File: src/rtl/seg_disp_arbiter.sv
// Round-robin owner of the shared 6-digit seven-segment display.
// Each active source holds the display for HOLD_MAX+1 cycles; outputs lag grant by one cycle.
`timescale 1ns/1ps
module seg_disp_arbiter #(
  parameter logic [25:0] HOLD_MAX = 26'd49_999_999,
  parameter logic [19:0] DATA_MAX = 20'd999_999
) (
  input  logic        sys_clk,
  input  logic        sys_rst,
  input  logic [2:0]  req,
  input  logic [19:0] data0,
  input  logic [19:0] data1,
  input  logic [19:0] data2,
  input  logic [5:0]  point0,
  input  logic [5:0]  point1,
  input  logic [5:0]  point2,
  input  logic        sign0,
  input  logic        sign1,
  input  logic        sign2,
  output logic [2:0]  grant,
  output logic [19:0] data,
  output logic [5:0]  point,
  output logic        sign,
  output logic        seg_en,
  output logic        ovf
);

  typedef enum logic {IDLE, SHOW} state_t;

  state_t      state;
  logic [1:0]  last;
  logic [25:0] timer;
  logic [1:0]  nxt1, nxt2, win_idx;
  logic        win_found;
  logic [19:0] sel_data;
  logic [5:0]  sel_point;
  logic        sel_sign;

  // Search order last+1, last+2, last (mod 3); the owner's own bit is naturally last.
  always_comb begin
    nxt1      = (last == 2'd2) ? 2'd0 : last + 2'd1;
    nxt2      = (nxt1 == 2'd2) ? 2'd0 : nxt1 + 2'd1;
    win_found = 1'b1;
    win_idx   = last;
    if (req[nxt1])      win_idx = nxt1;
    else if (req[nxt2]) win_idx = nxt2;
    else if (req[last]) win_idx = last;
    else                win_found = 1'b0;
  end

  // Source mux keyed on the registered grant, so outputs follow grant by one cycle.
  always_comb begin
    sel_data  = '0;
    sel_point = '0;
    sel_sign  = 1'b0;
    case (grant)
      3'b001: begin sel_data = data0; sel_point = point0; sel_sign = sign0; end
      3'b010: begin sel_data = data1; sel_point = point1; sel_sign = sign1; end
      3'b100: begin sel_data = data2; sel_point = point2; sel_sign = sign2; end
      default: ;
    endcase
  end

  always_ff @(posedge sys_clk) begin
    if (sys_rst) begin
      state  <= IDLE;
      last   <= 2'd2;
      timer  <= '0;
      grant  <= '0;
      data   <= '0;
      point  <= '0;
      sign   <= 1'b0;
      seg_en <= 1'b0;
      ovf    <= 1'b0;
    end else begin
      seg_en <= |grant;
      point  <= sel_point;
      sign   <= sel_sign;
      if (sel_data > DATA_MAX) begin
        data <= DATA_MAX;
        ovf  <= 1'b1;
      end else begin
        data <= sel_data;
        ovf  <= 1'b0;
      end

      case (state)
        IDLE: begin
          if (win_found) begin
            grant <= 3'b001 << win_idx;
            last  <= win_idx;
            timer <= '0;
            state <= SHOW;
          end
        end
        SHOW: begin
          if (!req[last] || timer == HOLD_MAX) begin
            timer <= '0;
            if (win_found) begin
              grant <= 3'b001 << win_idx;
              last  <= win_idx;
            end else begin
              grant <= '0;
              state <= IDLE;
            end
          end else begin
            timer <= timer + 26'd1;
          end
        end
        default: state <= IDLE;
      endcase
    end
  end

endmodule

File: config.mk
export PLATFORM = sky130hd
export DESIGN_NAME = seg_disp_arbiter
export DESIGN_NICKNAME = d
export VERILOG_FILES = /design/src/rtl/seg_disp_arbiter.sv
export SDC_FILE = /design/constraint.sdc
export NUM_CORES = 1
export LEC_CHECK = 0
export CAP_MARGIN = 20
export CORE_UTILIZATION = 47
export CTS_CLUSTER_SIZE = 8
export DETAILED_ROUTE_END_ITERATION = 8
export GPL_TIMING_DRIVEN = 0
export HOLD_SLACK_MARGIN = 0.12
export MAX_ROUTING_LAYER = met4
export PLACE_DENSITY = 0.95
export SYNTH_ARGS = -nofsm -noshare
export SYNTH_HDL_FRONTEND = slang
export SYNTH_SLANG_ARGS = --single-unit
File: constraint.sdc
create_clock -name sys_clk -period 3.57 [get_ports sys_clk]
set_clock_uncertainty 0.05 [all_clocks]
set_input_delay 0.357 -clock sys_clk [delete_from_list [all_inputs] [get_ports sys_clk]]
set_output_delay 0.357 -clock sys_clk [all_outputs]
set_load 0.005 [all_outputs]
==> results.md <==
* Post-route insts no fill at ~600
* # nets final at 598
* Layout area overhead at 48.5%
* Vias at 3626
* Drt pass-1 iters at 5
* Post-Place Cells at around 580
* Clk Latency, worst-skew pair at about 0.35 ns
* MaxCap Viol Count at 0
* Number of global-route vias before repair at 3341
* DRC at 0
* PwrDens at between 400 and 500 mW/mm^2
* VDD IR max at approximately 0.00027 V
* Ports at roughly 120
* Clock buffer depth at 2
* Routed Wire Length at 10400 um
* Rel. slew slack at a little over two fifths
* Static leakage at 1.59 nW
* Worst EP required at 3.78 ns
* CTS tree: yes
* Post-route ant nets at 0
* Worst reg2reg path depth at 6
* # diodes at 0
* Post-CTS setup repair buffer count at 0
* Largest net degree at the start of global routing at 11
* CP arrival at about 3.2 ns
* Critical path, cell by cell: buf_2 > nor3b_2 > a222oi_1 > nor4_1 > o21ai_1 > o22ai_1
* Post-DP HPWL at roughly 7600 um
* Congestion Overflow GR at 0
* Synth top cells by count: dfxtp_1 (61), nor2_1 (48), a21oi_1 (35)
* Mapped Cells at about 380
* Final setup violation count at 0
* Wire per inst at between 15 and 20 um
* WP buf/inv at 1
* Initial Util at about 48%
* Synth area leaders: dfxtp_1 (40%), nor2_1 (5.9%), a21oi_1 (5.7%)
* Seq/Total Area, Yosys at roughly two fifths
* Die Area at ~0.0068 mm^2
* Yosys top cell area share at between 30 and 40%
* Crit path kind: reg2reg
* Htree depth at 3
* Final WS setup at 0.607 ns
* Worst Setup End Kind: flop
* Slew Viols, Final at 0
* Crit share post-route at just over 80%
* Syn nets at 471
* Hold path cells at 1
* F_max at 0.338 GHz
* Core Area at 0.00631 mm^2
* WHS Endpoint: timer[25]$_SDFFE_PP0P_
* PostCTS Resize Cnt at 0
* Setup TNS at 0 ns
* CP peak stage delay at about 0.73 ns
* Crit-path slowest cell: nor4_1
* Cell Area, Synth at approximately 0.0031 mm^2
* Post-synth EDFFs at 0
* RSZ-0062 raised after global routing: no
* First-pass GRT wire length at 15300 um
* Hold Path Origin: timer[25]$_SDFFE_PP0P_
* Clock Sinks at 61
* Antenna violations before repair at 0
* Warnings from Yosys at 0
* DR vias/cell at 6.11
* Tmin final at 2.96 ns
* FF-to-FF End: data[4]$_SDFF_PP0_
* Synth cell types at 50
* Most frequent cell after synthesis: dfxtp_1
* Dpl ws at between 0.8 and 0.9 ns
* FILL cells at roughly 460
* Placer congestion estimate at slightly below 0.9
* Final hold vios at 0
* Die span in x at between 80 and 90 um
* # hold bufs at CTS at 0
* Reg-to-Reg Start: grant[1]$_SDFFE_PP0P_
* Asr flop ratio synth at 0%
* Total Routing Usage GR at a little under a third
* CTS Buf Count at 9
* Worst Hold Class: reg2reg
* IO buf count at approximately 120
* Initial DRC count at about 470
* Mean post-synth cell area at around 8.0 um^2
* Flop and latch count out of synthesis at a little over 60
* Final Power at 1.82 mW
* Largest fanout on the critical path at 10
* Startpoint Class: flop
* Top FF cell, synth: dfxtp_1
* Root buffer cell: clkbuf_8
* Die Span Y at 82.7 um
* Num rows at 29
* Clk slew on worst S/H paths at about 0.07 ns
* Post-synth top area cell: dfxtp_1
* Status: finished, final reports clean
* Slew @ Worst Pin at 0.843 ns
* Register-to-register setup slack at between 0.6 and 0.7 ns
* Crit-path leading delay family: simple AND/OR/NAND/NOR gates
* Layout cells sized above 1 at just over 5%
==> routing by layer <==
metal  track usage, %  up-vias  share of wire, %
li1                 -     1687                 -
met1             35.7     1682                38
met2             50.2      224                51
met3             5.60       33               8.3
met4             16.7        0               2.6
met5                -        -                 0
==> cells by family (layout without fill, tap and decap cells) <==
group | count (synthesis) | in the layout | share of synthesized area, %
buf+inv | 29 | 161 | 3.76
compound gates | 122 | 122 | 25.6
flops | 61 | 61 | 39.9
fa+ha+maj | 1 | 1 | 0.409
xor+xnor | 2 | 2 | 0.573
mux | 3 | 3 | 0.982
simple gates | 166 | 166 | 28.8
==> state kept, by name (all words and copies together) (netlist names) <==
register	cells
data	20
state	1
sign	1
point	6
seg_en	1
ovf	1
timer	26
last	2
grant	3
==> per-stage QoR <==
stage               utilization (%)  hold slack, ns  cell area (um^2)
floorplan                         -           0.380              3060
global placement               68.4           0.400              4320
detailed placement             68.4           0.409              4320
CTS                            71.9           0.419              4540
global route                   71.9           0.436              4540
finish                         71.9           0.422              4540
==> power by group <==
group          internal, mW  switching [mW]  leakage, nW  total, mW
clock network         0.429           0.280        0.116      0.709
logic                 0.205           0.180        0.981      0.385
registers             0.711          0.0119        0.495      0.723
==> cell type report <==
class / instances / area, um^2 / area share, %
flip-flops and latches: 61 / 1220 / 26.9
repair buffers: 116 / 1160 / 25.6
clock inverters: 4 / 70.1 / 1.54
multi-input cells: 294 / 1720 / 37.9
clock buffers: 12 / 155 / 3.42
plain buffers: 26 / 104 / 2.29
inverters: 3 / 11.3 / 0.248
well taps: 77 / 96.3 / 2.12
==> worst max-delay path by stage <==
stage / start / end / cells past startpoint
after floorplan: timer[3]$_SDFFE_PP0P_ / timer[7]$_SDFFE_PP0P_ / 8
after global placement: grant[1]$_SDFFE_PP0P_ / data[2]$_SDFF_PP0_ / 6
after detailed placement: grant[1]$_SDFFE_PP0P_ / data[2]$_SDFF_PP0_ / 6
after CTS: grant[1]$_SDFFE_PP0P_ / data[4]$_SDFF_PP0_ / 6
after global routing: grant[1]$_SDFFE_PP0P_ / data[4]$_SDFF_PP0_ / 6
final: grant[1]$_SDFFE_PP0P_ / data[4]$_SDFF_PP0_ / 6
==> cells in the final DEF, fill, tap and decap left out, types with 2 or more instances in the layout <==
master,netlist,routed
clkdlybuf4s50_1,0,116
dfxtp_1,61,61
nor2_1,48,48
a21oi_1,35,35
nand2_1,27,27
clkbuf_1,20,21
o21ai_0,21,21
a22oi_1,20,20
nor2b_1,14,14
nor3_1,13,13
a31oi_1,13,13
clkbuf_8,0,11
and2_1,9,9
nand3_1,8,8
nor4_1,7,7
or3_1,7,7
a2bb2oi_1,6,6
nand4_1,6,6
buf_2,5,5
o22ai_1,5,5
and3_1,5,5
nor4bb_1,4,4
a221oi_1,4,4
a222oi_1,4,4
nand2b_1,4,4
inv_1,3,3
mux2i_1,3,3
and4_1,2,2
o21ai_1,2,2
o211ai_1,2,2
nand3b_1,2,2
o31a_1,2,2
a211oi_1,2,2
xor2_1,2,2
bufinv_16,0,2
clkinv_2,0,2
Note: power is estimated with default switching activity, not from simulation.
